<file path="config.mk">
export PLATFORM = sky130hd
export DESIGN_NAME = id_ex_stage
export DESIGN_NICKNAME = d
export VERILOG_FILES = /design/src/rtl/id_ex_stage.sv
export SDC_FILE = /design/constraint.sdc
export NUM_CORES = 1
export LEC_CHECK = 0
export BUFFER_PORTS_ARGS = -buffer_cell sky130_fd_sc_hd__clkbuf_2
export CORE_MARGIN = 8
export CORE_UTILIZATION = 35
export DETAILED_ROUTE_END_ITERATION = 10
export GPL_ROUTABILITY_DRIVEN = 0
export PLACE_DENSITY = 0.76
export SLEW_MARGIN = 10
export SYNTH_ARGS = -nofsm -noshare
export SYNTH_HDL_FRONTEND = slang
export SYNTH_SLANG_ARGS = --single-unit
</file>
<file path="constraint.sdc">
create_clock -name clk -period 2.6 [get_ports clk]
set_input_delay 0.13 -clock clk [delete_from_list [all_inputs] [get_ports clk]]
set_output_delay 0.13 -clock clk [all_outputs]
set_load 0.01 [all_outputs]
</file>
<file path="src/rtl/id_ex_stage.sv">
// ID/EX pipeline register for the five-stage MIPS core: load-use bubble
// insertion, downstream hold, and a saturating bubble counter.
module id_ex_stage #(
  parameter int DW = 32,
  parameter int AW = 5
) (
  input  logic          clk,
  input  logic          rst,
  input  logic          hold,
  input  logic          valid_ID,
  input  logic          write_ID,
  input  logic          DM_w_ID,
  input  logic [3:0]    aluc_ID,
  input  logic          mux_alua_ID,
  input  logic [1:0]    mux_alub_ID,
  input  logic [1:0]    mux_wdata_ID,
  input  logic [AW-1:0] waddr_ID,
  input  logic [AW-1:0] rs_addr_ID,
  input  logic [AW-1:0] rt_addr_ID,
  input  logic          uses_rs_ID,
  input  logic          uses_rt_ID,
  input  logic [DW-1:0] rs_data_ID,
  input  logic [DW-1:0] rt_data_ID,
  input  logic [DW-1:0] imm_ID,
  input  logic [4:0]    shamt_ID,
  input  logic [DW-1:0] pc_ID,
  output logic          valid_EX,
  output logic          write_EX,
  output logic          DM_w_EX,
  output logic [3:0]    aluc_EX,
  output logic          mux_alua_EX,
  output logic [1:0]    mux_alub_EX,
  output logic [1:0]    mux_wdata_EX,
  output logic [AW-1:0] waddr_EX,
  output logic [DW-1:0] rs_data_EX,
  output logic [DW-1:0] rt_data_EX,
  output logic [DW-1:0] imm_EX,
  output logic [4:0]    shamt_EX,
  output logic [DW-1:0] pc_EX,
  output logic          stall_ID,
  output logic [31:0]   bubble_cnt
);

  logic load_use;
  logic clear_slot;

  // A load sitting in EX whose result is needed by the instruction in ID.
  always_comb begin
    load_use = valid_EX & write_EX & (mux_wdata_EX == 2'b01) &
               (waddr_EX != '0) & valid_ID &
               ((uses_rs_ID & (rs_addr_ID == waddr_EX)) |
                (uses_rt_ID & (rt_addr_ID == waddr_EX)));
  end

  assign stall_ID   = ~rst & (hold | load_use);
  // Bubbles and invalid slots both enter EX as an all-zero word.
  assign clear_slot = load_use | ~valid_ID;

  always_ff @(posedge clk) begin
    if (rst) begin
      valid_EX     <= 1'b0;
      write_EX     <= 1'b0;
      DM_w_EX      <= 1'b0;
      aluc_EX      <= '0;
      mux_alua_EX  <= 1'b0;
      mux_alub_EX  <= '0;
      mux_wdata_EX <= '0;
      waddr_EX     <= '0;
      rs_data_EX   <= '0;
      rt_data_EX   <= '0;
      imm_EX       <= '0;
      shamt_EX     <= '0;
      pc_EX        <= '0;
      bubble_cnt   <= '0;
    end else if (!hold) begin
      valid_EX     <= clear_slot ? 1'b0 : valid_ID;
      write_EX     <= clear_slot ? 1'b0 : write_ID;
      DM_w_EX      <= clear_slot ? 1'b0 : DM_w_ID;
      aluc_EX      <= clear_slot ? '0 : aluc_ID;
      mux_alua_EX  <= clear_slot ? 1'b0 : mux_alua_ID;
      mux_alub_EX  <= clear_slot ? '0 : mux_alub_ID;
      mux_wdata_EX <= clear_slot ? '0 : mux_wdata_ID;
      waddr_EX     <= clear_slot ? '0 : waddr_ID;
      rs_data_EX   <= clear_slot ? '0 : rs_data_ID;
      rt_data_EX   <= clear_slot ? '0 : rt_data_ID;
      imm_EX       <= clear_slot ? '0 : imm_ID;
      shamt_EX     <= clear_slot ? '0 : shamt_ID;
      pc_EX        <= clear_slot ? '0 : pc_ID;
      if (load_use && (bubble_cnt != 32'hFFFF_FFFF))
        bubble_cnt <= bubble_cnt + 32'd1;
    end
  end

endmodule

</file>
==> qor.yml, run 1 <==
worst_hold_path:
  min_from: "rst"
  whs_path_depth: 2
  hold_path_class: "in -> reg"
  holdPathEnd: "bubble_cnt[24]"
global_route:
  grt_first_pass_wirelength_mm: 41.96
  antenna_found_initial: 0
  grt_pass1_vias: 7901
  overflow: 0
  grt_usage_pct: 21.25
  grt_max_degree: 95
synthesis:
  synth_simple_gate_area_share_pct: 19.08
  synth-edff-count: 0
  synth-adder-area-share_pct: 0.1814
  syn_area_sq_um: 6899
  synthArstFlopShare_pct: 0
  synth_compound_area_share_pct: 20.20
  synth_flop_cell: "dfxtp_1"
  syn_area_per_cell_sq_um: 9.412
  synth_seq_area_share_pct: 52.81
  ys_ff_latch: 182
  postSynthCellCount: 733
  synth.area.mux_share_pct: 1.777
  synth_xor_area_share_pct: 1.523
  yosysWarnings: 0
  syn_nets: 899
  synth_cell_types: 47
  synth_top_family_by_area: "compound AO/OA/AOI/OAI gates"
power:
  ir_drop_uv: 520.0
  leakage_uw: 0.004942
  powerDensity_nw_per_um2: 565.8
place:
  post_dp_cell_area_sq_um: 8956
  numPortBuffers: 347
  dp_hpwl_mm: 17.50
  dp_slack_ns: 0.08080
routing:
  drc_errors: 0
  drt.antenna.violating_nets: 0
  drt_iter0_drc: 521
  drt-pass1-iter-count: 8
  vias_per_cell: 5.247
  wirelength_mm: 27.23
  num_vias: 7844
  post_drt_wl_per_cell_um: 18.21
clock_tree:
  cts_root_buf: "clkbuf_16"
  htreeDepth: 4
  clk_latency_ns: 0.41
  clk_pin_slew_ns: 0.07
  cts_tree: "done"
  clockBufferDepth: 2
  cts_buffers: 17
  numClockSinks: 182
floorplan:
  die_x_um: 156.4
  core-area_sq_um: 19400
  row_count: 51
  num_io_pins: 348
  die_h_um: 156.4
  dieArea_sq_um: 24460
  initial_core_util_pct: 35.57
sta:
  report.final.hold_viol_count: 0
  finalCriticalPeriod_ns: 2.406
  timing.final.ws_setup_ns: 0.1940
  max_freq_mhz: 415.6
  setup_viol_count_final: 0
  skew_ns: 0.01100
  rsz0062_at_grt: "no"
  tightest_slew_ns: 0.7213
  slew_violations: 0
  fin_setup_tns_ns: 0
  timing.final.crit_share_pct: 92.54
  slew_headroom_pct: 51.91
final_layout:
  post-route-util_pct: 56.92
  fin_area_sq_um: 11040
  nets: 1378
  drive_above_1_share_pct: 34.61
  nFillCells: 1645
  area.growth.synth_to_final_pct: 60.05
worst_setup_path:
  arrival_ns: 2.75
  cpLargestDelayFamily: "compound AO/OA/AOI/OAI gates"
  r2r_end: "pc_EX[28]"
  cp_slowest_cell: "or4_1"
  r2r_start: "waddr_EX[0]"
  worst_r2r_path_depth: 7
  crit_path_start_kind: "flip-flop"
  path_cells: "or4_1, o211a_1, a21oi_4, buf_12, buf_4, a22oi_1, nor2_1"
  rrSetupSlack_ns: 0.19
  critPathKind: "reg -> reg"
  worst-path-buf-inv: 2
  cp-end-kind: "flip-flop"
  required_ns: 2.94
  critPathMaxStageDelay_ns: 0.56
  path_max_fanout: 14
run_status:
  status: "completed"
run:
  cap_viol_max_count: 0
==> layout by cell type (no fill, tap or decap), types with 9 or more instances in the layout <==
master         instances
clkbuf_2             345
dfxtp_1              182
nor2_1               174
a22oi_1              149
dlygate4sd3_1        149
buf_4                 19
a21oi_1               18
clkbuf_16             17
nand2_1               15
xnor2_1               11
or4_1                 10
nand3_1               10
mux2_2                10
nand4_1                9
==> per-stage QoR <==
step	instances	hold slack [ns]	total power [uW]
floorplan	733	0.2741	3275
global placement	1309	0.3585	3569
detailed placement	1309	0.3669	3581
CTS	1490	0.2101	6287
global route	1490	0.2241	6482
finish	1495	0.2003	6247
==> cells in the mapped netlist (all sizes together) (2+ instances only) <==
cell type | instances | area (sq um)
a21oi | 19 | 98.85
a22oi | 149 | 1119
and3 | 2 | 12.51
and4b | 2 | 20.02
buf | 22 | 140.1
clkbuf | 38 | 142.6
dfxtp | 182 | 3643
inv | 6 | 22.52
mux2 | 10 | 112.6
nand2 | 16 | 62.56
nand2b | 4 | 25.02
nand3 | 11 | 60.06
nand4 | 11 | 98.84
nand4b | 3 | 26.28
nor2 | 175 | 664.4
nor2b | 7 | 43.79
nor3 | 4 | 20.02
nor4 | 8 | 80.08
nor4b | 3 | 26.28
o21ai | 8 | 40.04
o21ba | 2 | 20.02
o31ai | 8 | 60.06
or3 | 7 | 43.79
or4 | 10 | 75.07
xnor2 | 11 | 96.34
==> worst max path at each step <==
| stage | start | end | slack [ns] | depth (start not counted) |
|---|---|---|---|---|
| after floorplan | bubble_cnt[0] | bubble_cnt[7] | 0.49 | 8 |
| after global placement | waddr_EX[4] | bubble_cnt[19] | 0.16 | 6 |
| after detailed placement | waddr_EX[4] | bubble_cnt[17] | 0.08 | 6 |
| after CTS | waddr_EX[4] | bubble_cnt[17] | 0.07 | 6 |
| after global routing | waddr_EX[0] | pc_EX[28] | 0.11 | 7 |
| final | waddr_EX[0] | pc_EX[28] | 0.19 | 7 |
==> where the power goes <==
group	switching, uW	internal (uW)
clock	1220	1300
combinational	382	412
sequential	57.3	2870
total	1660	4580
==> registers in the layout (all words and copies together) (netlist names) <==
| signal | cells |
|---|---|
| rs_data_EX | 32 |
| valid_EX | 1 |
| write_EX | 1 |
| pc_EX | 32 |
| rt_data_EX | 32 |
| shamt_EX | 5 |
| mux_alub_EX | 2 |
| aluc_EX | 4 |
| imm_EX | 32 |
| DM_w_EX | 1 |
| waddr_EX | 5 |
| bubble_cnt | 32 |
| mux_wdata_EX | 2 |
| mux_alua_EX | 1 |
==> what timing repair did <==
action                                  in CTS  in global routing
endpoints found under the setup margin       0                  6
buffers inserted                             0                  0
gates resized for setup                      0                  1
endpoints found under the hold margin      149                  0
hold buffers                               149                  0
==> final cells by class <==
type | instances | area (sq um) | share of cell area (%)
Inverter | 6 | 22.52 | 0.2040
Timing Repair Buffer | 520 | 3492 | 31.63
Tap cell | 265 | 331.6 | 3.003
Clock buffer | 18 | 439.2 | 3.977
Clock inverter | 14 | 135.1 | 1.224
Antenna cell | 5 | 12.51 | 0.1133
Sequential cell | 182 | 3643 | 33.00
Multi-Input combinational cell | 485 | 2965 | 26.86
==> kinds of logic (layout without fill, tap and decap cells) <==
family / after synthesis / count (layout)
AOI/OAI and AO/OA: 191 / 191
xor gates and xnor gates: 12 / 12
adders and majority gates: 1 / 1
buffers and inverters: 66 / 558
DFF: 182 / 182
muxes: 11 / 11
other: 0 / 5
and+or+nand+nor: 270 / 270
==> worst register-to-register path, delay by kind of cell (launching register included) <==
family	cells	cell delay [ns]
buf+inv	2	0.45
compound gates	3	0.82
flops	1	0.36
simple gates	2	0.71
==> per-layer routing <==
metal | global-route usage [%] | up-vias | routed length, um
li1 | - | 3606 | -
met1 | 23.43 | 3726 | 10250
met2 | 36.11 | 424 | 13330
met3 | 6.895 | 88 | 2469
met4 | 10.71 | 0 | 1178
met5 | 0 | - | 0
(Power assumes the default switching activity.)
==> run 2: changes to the inputs <==
- CORE_AREA: not set -> 2 2 133 135
- CORE_MARGIN: 8 -> not set
- CORE_UTILIZATION: 35 -> not set
- DIE_AREA: not set -> 0 0 135 137
- PLACE_DENSITY: 0.76 -> 0.84
==> run 2 against run 1 <==
Sequential share of layout area grew 0.47 points. First-iteration DRC count rose by 12%. Register-to-register slack gained 0.07 ns. Total power is 1.8% lower. Largest cell class unchanged.
==> qor.yml, run 2 (synthesis results as in run 1) <==
run:
  cap_viol_max_count: 0  # unchanged
clock_tree:
  cts_root_buf: "clkbuf_16"
  clk_pin_slew_ns: 0.07  # about the same
  cts_buffers: 17  # unchanged
  htreeDepth: 4  # unchanged
  clockBufferDepth: 2  # unchanged
  clk_latency_ns: 0.42  # about the same
  numClockSinks: 182  # unchanged
  cts_setup_buffers: 0  # unchanged
  cts_tree: "done"
sta:
  fin_setup_tns_ns: 0  # unchanged
  timing.final.crit_share_pct: 89.99  # -2.5 points
  slew_headroom_pct: 45.28  # -6.6 points
  tightest_slew_ns: 0.8207  # +0.09944 ns
  timing.final.ws_setup_ns: 0.2602  # +0.06616 ns
  rsz0062_at_grt: "no"
  slew_violations: 0  # unchanged
  finalCriticalPeriod_ns: 2.340  # -0.06616 ns
  max_freq_mhz: 427.4  # +2.8%
  setup_viol_count_final: 0  # unchanged
  skew_ns: 0.01601  # +0.005002 ns
  report.final.hold_viol_count: 0  # unchanged
worst_setup_path:
  crit_path_start_kind: "flip-flop"
  cp-end-kind: "flip-flop"
  required_ns: 2.95  # about the same
  arrival_ns: 2.69  # -0.06 ns
  path_max_fanout: 37  # +23
  critPathKind: "reg -> reg"
worst_hold_path:
  hold_path_class: "in -> reg"
run_status:
  status: "completed"
final_layout:
  multi_input_area_sq_um: 2958  # -0.25%
  final_cell_mix: "clkbuf_2 (345), dfxtp_1 (182), nor2_1 (174), a22oi_1 (149), dlygate4sd3_1 (148)"
  nets: 1372  # -0.44%
  final_common_cell: "clkbuf_2"
  area.growth.synth_to_final_pct: 57.78
  regArea_sq_um: 3643  # unchanged
  drive_above_1_share_pct: 34.29  # -0.32 points
  nFillCells: 1273  # -23%
floorplan:
  die_x_um: 135  # -14%
  initial_core_util_pct: 40.45  # +4.9 points
  row_count: 48  # -5.9%
  num_io_pins: 348  # unchanged
  dieArea_sq_um: 18500  # -24%
  core-area_sq_um: 17060  # -12%
  die_h_um: 137  # -12%
global_route:
  grt_first_pass_wirelength_mm: 37.36  # -11%
  antenna_found_initial: 1  # +1
  grt_max_degree: 87  # -8.4%
  overflow: 0  # unchanged
  grt_usage_pct: 25.29  # +4.0 points
  grt_pass1_vias: 7616  # -3.6%
place:
  dp_hpwl_mm: 14.84  # -15%
  numPortBuffers: 347  # unchanged
  dp_slack_ns: 0.3093  # +0.2285 ns
routing:
  vias_per_cell: 5.391  # +2.7%
  wirelength_mm: 24.89  # -8.6%
  post_drt_wl_per_cell_um: 17.21  # -5.5%
  drt-pass1-iter-count: 5  # -3
  num_vias: 7795  # -0.62%
  drc_errors: 0  # unchanged
  drt_iter0_drc: 584  # +12%
  drt.antenna.violating_nets: 0  # unchanged
power:
  ir_drop_uv: 410.9  # -21%
  leakage_uw: 0.004893  # -0.99%
  powerDensity_nw_per_um2: 563.6  # -0.39%
## run 2: cell count changes in the layout (fill, tap and decap cells not counted), moves of 2 or more
cell      change
clkinv_2      +2
clkinv_8      -2
clkinv_4      -2
buf_4         -4
diode_2       -3
## run 2: worst max-delay path, cell delays in order, from the launching register on
cell	delay (ns)
dfxtp_1	0.37
or4_1	0.56
o211a_1	0.35
a21oi_4	0.21
buf_12	0.22
buf_4	0.26
a22oi_1	0.10
nor2_1	0.17
## run 2: worst paths after layout
path,start,end,slack [ns],depth (start not counted)
max reg2reg,waddr_EX[0],pc_EX[23],0.26,7
max,waddr_EX[0],pc_EX[23],0.26,7
min reg2reg,bubble_cnt[10],bubble_cnt[10],0.50,2
min,rt_data_ID[25],rt_data_EX[25],0.03,3
## run 2: layer usage
layer	track usage (%)	wire, um	up-vias
met3	7.741	1925	80
met1	27.85	9388	3730
met2	44.59	12700	386
met5	0	0	-
met4	11.98	876	0
li1	-	-	3599
## run 2: cell type report
class                           count  share of cell area, %
Sequential cell                   182                  33.47
Timing Repair Buffer              514                  31.53
Multi-Input combinational cell    485                  27.17
Clock buffer                       18                  3.943
Tap cell                          225                  2.586
Clock inverter                     14                  1.046
Inverter                            6                 0.2069
Antenna cell                        2                0.04598
## run 2: per-stage QoR
step,power [uW],cell area (sq um),std cells,utilization (%),hold WS [ns]
2_1_floorplan,3275,6899,733,-,0.2741
6_report,6135,10890,1446,63.82,0.02512
3_3_place_gp,3547,8856,1264,51.92,0.3572
5_1_grt,6341,10880,1445,63.81,0.05781
3_5_place_dp,3561,8856,1264,51.92,0.3699
4_1_cts,6138,10880,1444,63.79,0.007042
## run 2: repair_timing
item                                    4_1_cts  5_1_grt
endpoints found under the setup margin        0        0
hold buffers                                148        0
hold endpoints to repair                    148        0
resized for setup                             0        0
## run 2: power breakdown
| group | switching [uW] | internal [uW] |
|---|---|---|
| sequential | 57.1 | 2880 |
| clock | 1170 | 1250 |
| combinational | 378 | 405 |
